==> src/rtl/data_cache_pkg.sv <==
// Shared definitions for the direct-mapped write-through data cache:
// controller state type and default geometry.
package data_cache_pkg;

  localparam int MEM_W_DEFAULT = 16;
  localparam int LINES_DEFAULT = 8;

  typedef enum logic [1:0] {
    ST_IDLE    = 2'd0,
    ST_RD_MISS = 2'd1,
    ST_WR_MEM  = 2'd2,
    ST_DONE    = 2'd3
  } state_e;

endpackage

==> src/rtl/dcache_array.sv <==
// Line storage for the data cache: per-line valid bit, tag and one data word.
// Combinational read port, single posedge write port that also sets valid.
module dcache_array
  import data_cache_pkg::*;
#(
  parameter  int LINES  = LINES_DEFAULT,
  parameter  int TAG_W  = MEM_W_DEFAULT - $clog2(LINES_DEFAULT),
  parameter  int DATA_W = MEM_W_DEFAULT,
  localparam int IDX_W  = $clog2(LINES)
) (
  input  logic              clk,
  input  logic              rst_n,
  input  logic [IDX_W-1:0]  rd_idx_i,
  output logic              rd_valid_o,
  output logic [TAG_W-1:0]  rd_tag_o,
  output logic [DATA_W-1:0] rd_data_o,
  input  logic              wr_en_i,
  input  logic [IDX_W-1:0]  wr_idx_i,
  input  logic [TAG_W-1:0]  wr_tag_i,
  input  logic [DATA_W-1:0] wr_data_i
);

  logic [LINES-1:0]  valid_q;
  logic [TAG_W-1:0]  tag_q  [LINES];
  logic [DATA_W-1:0] data_q [LINES];

  // NOTE: state uses non-blocking (<=) so every register samples pre-edge values.
  always_ff @(posedge clk or negedge rst_n) begin
    if (!rst_n) begin
      valid_q <= '0;
    end else if (wr_en_i) begin
      valid_q[wr_idx_i] <= 1'b1;
    end
  end

  // NOTE: tag/data storage is deliberately not reset; valid bits alone gate its use,
  // which keeps this a plain RAM-style array.
  always_ff @(posedge clk) begin
    if (wr_en_i) begin
      tag_q[wr_idx_i]  <= wr_tag_i;
      data_q[wr_idx_i] <= wr_data_i;
    end
  end

  assign rd_valid_o = valid_q[rd_idx_i];
  assign rd_tag_o   = tag_q[rd_idx_i];
  assign rd_data_o  = data_q[rd_idx_i];

endmodule

==> src/rtl/data_cache.sv <==
// Direct-mapped, write-through, no-write-allocate data cache with one-word lines.
// Load hits complete in the request cycle; misses and stores stall until mem_ack.
module data_cache
  import data_cache_pkg::*;
#(
  parameter int LINES = LINES_DEFAULT,
  parameter int MEM_W = MEM_W_DEFAULT
) (
  input  logic             clk,
  input  logic             rst_n,
  input  logic [MEM_W-1:0] addr,
  input  logic [MEM_W-1:0] wdata,
  input  logic             mem_read,
  input  logic             mem_write,
  output logic [MEM_W-1:0] read_data,
  output logic             hit,
  output logic             mem_req,
  output logic             mem_we,
  output logic [MEM_W-1:0] mem_addr,
  output logic [MEM_W-1:0] mem_wdata,
  input  logic             mem_ack,
  input  logic [MEM_W-1:0] mem_rdata
);

  localparam int IDX_W = $clog2(LINES);
  localparam int TAG_W = MEM_W - IDX_W;

  state_e           state_q, state_d;
  logic             mem_req_q, mem_req_d;
  logic             mem_we_q, mem_we_d;
  logic [MEM_W-1:0] mem_addr_q, mem_addr_d;
  logic [MEM_W-1:0] mem_wdata_q, mem_wdata_d;
  logic [MEM_W-1:0] ret_q, ret_d;

  logic [MEM_W-1:0] look_addr;
  logic             rd_valid;
  logic [TAG_W-1:0] rd_tag;
  logic [MEM_W-1:0] rd_data;
  logic             lookup_hit;
  logic             wr_en;
  logic [MEM_W-1:0] wr_data;
  logic             hit_c;
  logic [MEM_W-1:0] read_data_c;

  // Outside IDLE the lookup follows the captured request, not the live inputs.
  assign look_addr  = (state_q == ST_IDLE) ? addr : mem_addr_q;
  assign lookup_hit = rd_valid && (rd_tag == look_addr[MEM_W-1:IDX_W]);

  dcache_array #(
    .LINES (LINES),
    .TAG_W (TAG_W),
    .DATA_W(MEM_W)
  ) u_array (
    .clk       (clk),
    .rst_n     (rst_n),
    .rd_idx_i  (look_addr[IDX_W-1:0]),
    .rd_valid_o(rd_valid),
    .rd_tag_o  (rd_tag),
    .rd_data_o (rd_data),
    .wr_en_i   (wr_en),
    .wr_idx_i  (mem_addr_q[IDX_W-1:0]),
    .wr_tag_i  (mem_addr_q[MEM_W-1:IDX_W]),
    .wr_data_i (wr_data)
  );

  // NOTE: every signal driven here gets a default first so no latch is inferred.
  always_comb begin
    state_d     = state_q;
    mem_req_d   = mem_req_q;
    mem_we_d    = mem_we_q;
    mem_addr_d  = mem_addr_q;
    mem_wdata_d = mem_wdata_q;
    ret_d       = ret_q;
    hit_c       = 1'b1;
    read_data_c = '0;
    wr_en       = 1'b0;
    wr_data     = mem_rdata;

    case (state_q)
      ST_IDLE: begin
        if (mem_write) begin
          // Simultaneous read+write is handled as a store.
          hit_c       = 1'b0;
          state_d     = ST_WR_MEM;
          mem_req_d   = 1'b1;
          mem_we_d    = 1'b1;
          mem_addr_d  = addr;
          mem_wdata_d = wdata;
        end else if (mem_read) begin
          if (lookup_hit) begin
            read_data_c = rd_data;
          end else begin
            hit_c      = 1'b0;
            state_d    = ST_RD_MISS;
            mem_req_d  = 1'b1;
            mem_we_d   = 1'b0;
            mem_addr_d = addr;
          end
        end
      end

      ST_RD_MISS: begin
        hit_c = 1'b0;
        if (mem_ack) begin
          wr_en     = 1'b1;
          wr_data   = mem_rdata;
          ret_d     = mem_rdata;
          mem_req_d = 1'b0;
          state_d   = ST_DONE;
        end
      end

      ST_WR_MEM: begin
        hit_c = 1'b0;
        if (mem_ack) begin
          // Write-update only when the line already holds this address.
          wr_en     = lookup_hit;
          wr_data   = mem_wdata_q;
          mem_req_d = 1'b0;
          state_d   = ST_DONE;
        end
      end

      ST_DONE: begin
        read_data_c = mem_we_q ? '0 : ret_q;
        state_d     = ST_IDLE;
      end

      default: state_d = ST_IDLE;
    endcase
  end

  always_ff @(posedge clk or negedge rst_n) begin
    if (!rst_n) begin
      state_q     <= ST_IDLE;
      mem_req_q   <= 1'b0;
      mem_we_q    <= 1'b0;
      mem_addr_q  <= '0;
      mem_wdata_q <= '0;
      ret_q       <= '0;
    end else begin
      state_q     <= state_d;
      mem_req_q   <= mem_req_d;
      mem_we_q    <= mem_we_d;
      mem_addr_q  <= mem_addr_d;
      mem_wdata_q <= mem_wdata_d;
      ret_q       <= ret_d;
    end
  end

  // Pipeline sees "no stall, no data" for as long as reset is held.
  assign hit       = hit_c | ~rst_n;
  assign read_data = rst_n ? read_data_c : '0;
  assign mem_req   = mem_req_q;
  assign mem_we    = mem_we_q;
  assign mem_addr  = mem_addr_q;
  assign mem_wdata = mem_wdata_q;

endmodule

==> config.mk <==
export PLATFORM = sky130hd
export DESIGN_NAME = data_cache
export DESIGN_NICKNAME = d
export VERILOG_FILES = /design/src/rtl/data_cache_pkg.sv /design/src/rtl/dcache_array.sv /design/src/rtl/data_cache.sv
export SDC_FILE = /design/constraint.sdc
export NUM_CORES = 1
export LEC_CHECK = 0
export CORE_UTILIZATION = 50
export DETAILED_ROUTE_END_ITERATION = 10
export PLACE_DENSITY = 0.7
export SLEW_MARGIN = 10
export SYNTH_ARGS = -nofsm -noshare
export SYNTH_HDL_FRONTEND = slang
export SYNTH_SLANG_ARGS = --single-unit
==> constraint.sdc <==
create_clock -name clk -period 10.8 [get_ports clk]
set_input_delay 3.24 -clock clk [delete_from_list [all_inputs] [get_ports clk]]
set_output_delay 3.24 -clock clk [all_outputs]
set_load 0.01 [all_outputs]
==> results of run 1 <==
-- power groups by stage --
stage	Sequential, mW	Clock, mW	Combinational [mW]
final	1.60	0.955	1.79
after global routing	1.62	1.02	1.95
after CTS	1.60	0.970	1.78
after detailed placement	1.62	0	1.77
after global placement	1.61	0	1.75
after floorplan	1.59	0	1.16
-- flip-flops by register name (all words and copies together), names as in the netlist --
register         cells
mem_we               1
mem_wdata           16
state_q              2
mem_req              1
u_array.tag_q      104
ret_q               16
u_array.valid_q      8
mem_addr            16
u_array.data_q     128
-- metal layers --
| metal | vias to the layer above | wire length [µm] |
|---|---|---|
| met5 | - | 0 |
| met4 | 0 | 706 |
| met3 | 48 | 2670 |
| met2 | 405 | 15620 |
| met1 | 4539 | 14130 |
| li1 | 4323 | - |
-- worst register-to-register path, cell delays in order (launching register included) --
cell	delay, ns
dfrtp_1	0.45
inv_1	0.18
ha_4	0.56
buf_4	0.55
nand2b_1	0.69
o22ai_1	0.24
a211oi_1	0.26
o22ai_1	0.17
xor2_1	0.19
nor4_1	0.40
nand4_1	0.20
buf_4	0.33
o21a_1	0.49
nor3_2	0.85
buf_4	0.52
-- synthesized netlist by cell type, types with 2 or more instances --
| cell type | count |
|---|---|
| nor4_1 | 2 |
| clkinv_1 | 2 |
| a21oi_1 | 42 |
| buf_1 | 10 |
| o32ai_1 | 3 |
| o311ai_0 | 2 |
| dfrtp_1 | 60 |
| or3_1 | 6 |
| mux2i_1 | 3 |
| nand3_1 | 91 |
| a22o_1 | 4 |
| o21ai_0 | 20 |
| nor3_1 | 15 |
| a21o_1 | 4 |
| a211oi_1 | 18 |
| o211ai_1 | 16 |
| buf_2 | 17 |
| a311oi_1 | 15 |
| clkbuf_1 | 53 |
| nand2_1 | 223 |
| nand2b_1 | 22 |
| nor2b_1 | 27 |
| mux2_2 | 51 |
| and3_1 | 18 |
| a2111oi_0 | 2 |
| inv_1 | 19 |
| ha_1 | 5 |
| nand4_1 | 22 |
| a31oi_1 | 18 |
| edfxtp_1 | 232 |
| o22a_1 | 2 |
| a221o_1 | 6 |
| o311a_1 | 3 |
| o21ai_1 | 12 |
| nand3b_1 | 5 |
| o31ai_1 | 9 |
| o22ai_1 | 10 |
| nor2_1 | 29 |
| xor2_1 | 12 |
-- worst max-delay path by stage --
stage / startpoint / to / cells after the start / slack, ns
2_1_floorplan: addr[0] / read_data[10] / 13 / 1.84
3_3_place_gp: addr[2] / read_data[0] / 11 / 0.27
3_5_place_dp: addr[0] / read_data[0] / 13 / 0.22
4_1_cts: addr[0] / read_data[0] / 13 / 0.18
5_1_grt: addr[0] / read_data[15] / 13 / 0.02
6_report: addr[0] / read_data[15] / 13 / 0.18
-- cells by family after synthesis --
kind of cell             share of synthesized area, %
AND/OR/NAND/NOR                                 16.36
flip-flops                                      64.55
buffers and inverters                           3.195
XOR/XNOR                                       0.8679
AO/OA/AOI/OAI                                   9.948
adder cells (fa/ha/maj)                        0.4769
multiplexers                                    4.607
-- through the flow --
stage               instances  utilization (%)  setup slack [ns]  power (mW)
detailed placement       1510            57.19            0.2231       3.389
global route             1566            60.80           0.01925       4.593
CTS                      1566            60.78            0.1805       4.352
finish                   1566            60.80            0.1849       4.344
floorplan                1124                -             1.844       2.747
global placement         1510            57.19            0.2699       3.362
-- cell type report --
cell class	count	area (µm²)	share of cell area (%)
clock buffer	40	818.3	5.284
clock inverter	16	95.09	0.6140
inverter	21	78.83	0.5090
multi-input combinational	729	4320	27.90
sequential	292	8468	54.68
tap	330	412.9	2.666
timing repair buffer	138	1292	8.346
==> flow_metrics.tcl, run 1 <==
set metrics [dict create \
    antenna_found_initial 0 \
    gp_congestion 0.9204 \
    drtAntennaViolNets 0 \
    syn_area_mm2 0.01312 \
    cp_max_fo 23 \
    via_count 9315 \
    path_delay_family "buffers and inverters" \
    worstPathRequired_ns 7.56 \
    first_pass_iters 6 \
    layout_commonest_cell "edfxtp_1" \
    diodes 0 \
    reg2regPathDepth 14 \
    min_to "u_array.valid_q[7]" \
    htree_levels 1 \
    routed_wl_um 33130 \
    crit_arrival_ns 7.38 \
    maxCapViolations 0 \
    synth_edf_count 232 \
    fin_crit_ns 10.62 \
    yosysSeqAreaShare_pct 64.55 \
    cts_buffer_depth 3 \
    switching_share_pct 38.25 \
    cp_slowest_cell "or3_2" \
    met3_usage_pct 3.889 \
    rows 58 \
    die_x_um 164.0 \
    drtIter0Drc 977 \
    dpl_cell_area_mm2 0.01457 \
    r2r_slack_ns 4.36 \
    grt_pass1_wl_um 51280 \
    die_h_um 164.0 \
    grtUsageTotal_pct 25.37 \
    crit_path_end_kind "output port" \
    yosysTopAreaCell "edfxtp_1" \
    path_clk_slew_ns 0.06 \
    drcViolationCount 0 \
    avgSynthCellArea_um2 11.67 \
    timing.fmax_mhz 94.21 \
    synthesis.nets 1182 \
    final_area_mm2 0.01549 \
    top_usage_layer "met2" \
    finalCritPeriodShare_pct 98.29 \
    cp-start-kind "input port" \
    cp_num_buf_inv 4 \
    cellPowerDensity_mw_per_mm2 280.5 \
    cts_inserted_buffers 30 \
    r2r_start "state_q[0]" \
    cts_sinks 292 \
    drv_slew 0 \
    syn2layout_area_growth_pct 18.04 \
    slew_headroom_pct 30.70 \
    leakagePower_nw 5.517 \
    synth_cells 1124 \
    tns_ns 0 \
    p_int_mw 2.683 \
    clock_skew_ns 0.01461 \
    tightestPinTransition_ns 1.036 \
    insertion_delay_ns 0.56 \
    regToRegEndpoint "u_array.tag_q[6][4]" \
    p_seq_share_pct 36.8 \
    dieArea_mm2 0.02689 \
    portBuffers 103 \
    overflow 0 \
    grtUsageMet2_pct 41.29 \
    clkPwrFrac_pct 22.0 \
    wl_per_cell_um 21.16 \
    yosysWarnings 0 \
    min-delay-start "u_array.valid_q[7]" \
    pwr-share-comb_pct 41.2 \
    post-dp-hpwl_um 20170 \
    nets 1270 \
    ctsHoldBuffers 0 \
    cts_setup_buffers 0 \
    setup_violations 0 \
    final_cell_mix "edfxtp_1, nand2_1, clkdlybuf4s50_1, nand3_1, dfrtp_1" \
    num-fill-cells 1984 \
    via_per_inst 5.948 \
    postCtsResizedCells 0 \
    synth_seq_cells 292 \
    p_sw_mw 1.662 \
    hold_class "register to register" \
    hold_viol_final 0 \
    criticalPathCategory "input port to output port" \
    async_reset_ff_share_pct 20.55 \
    synth_top_cell_area_share_pct 53.10 \
    rsz0062_at_grt "no" \
    core-area_mm2 0.02547 \
    vdd_drop_max_mv 0.1601 \
    grt_start_max_net_pins 69 \
    ys.flop_type "edfxtp_1" \
    drive_gt1_share_pct 11.81 \
    cts_tree "built" \
    min_path_cells 2 \
    status "complete, no violations" \
    cpPeakStageDelay_ns 0.66 \
    start_util_pct 51.50 \
    path_cells "clkdlybuf4s50_1 > buf_4 > mux2_2 > buf_4 > nand2_1 > a211oi_1 > o22ai_1 > xor2_1 > nor4_1 > nand4_1 > or3_2 > o21ai_0 > clkdlybuf4s50_1" \
    ios 104 \
    ys_types 53 \
    grtUsageMet1_pct 35.97 \
    first_global_vias 8955 \
    holdWs_ns 0.4519 \
    clockRootBuffer "clkbuf_16" \
    yosys-top-cells-area "edfxtp_1, dfrtp_1, nand2_1" \
]
Note: power is estimated with default switching activity, not from simulation.
==> run 2, diff against run 1 <==
MAX_ROUTING_LAYER = met4   (was default)
==> flow_metrics.tcl, run 2 (synthesized netlist as in run 1, its figures left out) <==
set metrics [dict create \
    hold_viol_final 0 \
    first_pass_iters 5 \
    vdd_drop_max_mv 0.1440 \
    first_global_vias 9170 \
    regToRegEndpoint "u_array.tag_q[4][7]" \
    drcViolationCount 0 \
    wl_per_cell_um 21.35 \
    tns_ns 0 \
    grt_pass1_wl_um 52070 \
    leakagePower_nw 5.559 \
    path_clk_slew_ns 0.06 \
    fin_crit_ns 10.62 \
    drtAntennaViolNets 0 \
    via_per_inst 5.980 \
    p_sw_mw 1.671 \
    p_int_mw 2.719 \
    syn2layout_area_growth_pct 18.56 \
    cellPowerDensity_mw_per_mm2 282.2 \
    insertion_delay_ns 0.55 \
    start_util_pct 51.50 \
    final_cell_mix "edfxtp_1, nand2_1, clkdlybuf4s50_1, nand3_1, dfrtp_1" \
    rows 58 \
    status "complete, no violations" \
    top_register "u_array.data_q" \
    p_seq_share_pct 36.6 \
    crit_arrival_ns 7.38 \
    r2r_start "state_q[0]" \
    cp-start-kind "input port" \
    slew_headroom_pct 22.13 \
    post-dp-hpwl_um 20400 \
    overflow 0 \
    tightestPinTransition_ns 1.162 \
    min_path_cells 2 \
    num-fill-cells 2009 \
    cts_tree "built" \
    min_to "u_array.valid_q[4]" \
    timing.fmax_mhz 94.17 \
    htree_levels 1 \
    worstPathRequired_ns 7.56 \
    via_count 9401 \
    criticalPathCategory "input port to output port" \
    rsz0062_at_grt "no" \
    setup_violations 0 \
    crit_path_end_kind "output port" \
    die_h_um 164.0 \
    cts_sinks 292 \
    reg2regPathDepth 14 \
    ios 104 \
    portBuffers 103 \
    r2r_slack_ns 4.70 \
    final_util_pct 61.06 \
    largestRegisters "u_array.data_q x128, u_array.tag_q x104" \
    cts_buffer_depth 3 \
    drive_gt1_share_pct 12.25 \
    finalCritPeriodShare_pct 98.32 \
    drtIter0Drc 906 \
    largest_reg_flops 128 \
    ctsHoldBuffers 0 \
    die_x_um 164.0 \
    routed_wl_um 33560 \
    clock_skew_ns 0.009171 \
    maxCapViolations 0 \
    switching_share_pct 38.06 \
    min-delay-start "u_array.valid_q[4]" \
    grtUsageTotal_pct 26.38 \
    dieArea_mm2 0.02689 \
    layout_commonest_cell "edfxtp_1" \
    drv_slew 0 \
    pwr-share-comb_pct 41.3 \
    clkPwrFrac_pct 22.1 \
    antenna_found_initial 1 \
    cp_max_fo 16 \
    gp_congestion 0.9236 \
    grt_start_max_net_pins 69 \
    cts_inserted_buffers 30 \
    nets 1275 \
    core-area_mm2 0.02547 \
    hold_class "register to register" \
    clockRootBuffer "clkbuf_16" \
]
run 2: changes by cell type in the layout (fill, tap and decap cells not counted):
cell,previous run,this run
buf_4,34,39
clkinvlp_4,4,2
buf_12,0,1
buf_6,1,0
clkbuf_16,30,31
clkbuf_8,3,4
clkinv_4,0,1
clkinv_8,1,0
diode_2,0,1
nor2_1,29,28
nor2_2,0,1
run 2: what timing repair did:
action                                  in CTS  in global routing
resized for setup                            0                  2
buffers inserted                             0                  3
endpoints found under the setup margin       0                  2
run 2: how the worst max path moves through the flow:
stage	to	cells after the start	start
finish	read_data[15]	11	addr[1]
global route	read_data[15]	11	addr[1]
CTS	read_data[15]	12	addr[2]
detailed placement	read_data[0]	12	addr[0]
global placement	read_data[0]	12	addr[0]
floorplan	read_data[10]	13	addr[0]
run 2: layout make-up:
class,count,area [µm²],area share [%]
clock buffers,42,857.1,5.510
multi-input cells,729,4323,27.79
repair buffers,143,1339,8.607
flip-flops and latches,292,8468,54.44
well taps,330,412.9,2.655
inverters,21,78.83,0.5068
clock inverters,14,72.57,0.4666
diodes,1,2.502,0.01609
run 2: critical path: stages:
cell,delay (ns)
clkdlybuf4s50_1,0.71
mux2i_4,0.22
a221o_1,0.44
o21ai_0,0.25
o22ai_1,0.13
xor2_1,0.18
nor4_1,0.41
nand4_1,0.18
or3_2,0.66
o21ai_0,0.35
clkdlybuf4s50_1,0.60
run 2: power by group through the flow:
stage               logic, mW  clock network, mW  registers (mW)
floorplan                1.16                  0            1.59
global placement         1.75                  0            1.62
detailed placement       1.78                  0            1.62
CTS                      1.79              0.979            1.60
global route             1.98               1.03            1.63
finish                   1.81              0.971            1.61
run 2: per-layer routing:
metal	wire length [µm]	up-vias	global-route usage [%]	share of wire, %
met3	2809	50	3.636	8.4
met1	14180	4566	36.28	42
met5	0	-	-	0
met4	544	0	7.113	1.6
met2	16030	437	41.35	48
li1	-	4348	-	-
run 2: metrics by stage:
stage | power, mW | instance area, µm² | setup WS [ns] | instances | hold slack [ns]
after floorplan | 2.747 | 13120 | 1.844 | 1124 | 0.4243
after global placement | 3.372 | 14580 | 0.2992 | 1512 | 0.4372
after detailed placement | 3.404 | 14580 | 0.2771 | 1512 | 0.4476
after CTS | 4.378 | 15510 | 0.2296 | 1568 | 0.4616
after global routing | 4.630 | 15550 | 0.009442 | 1572 | 0.4754
final | 4.390 | 15550 | 0.1811 | 1572 | 0.4697
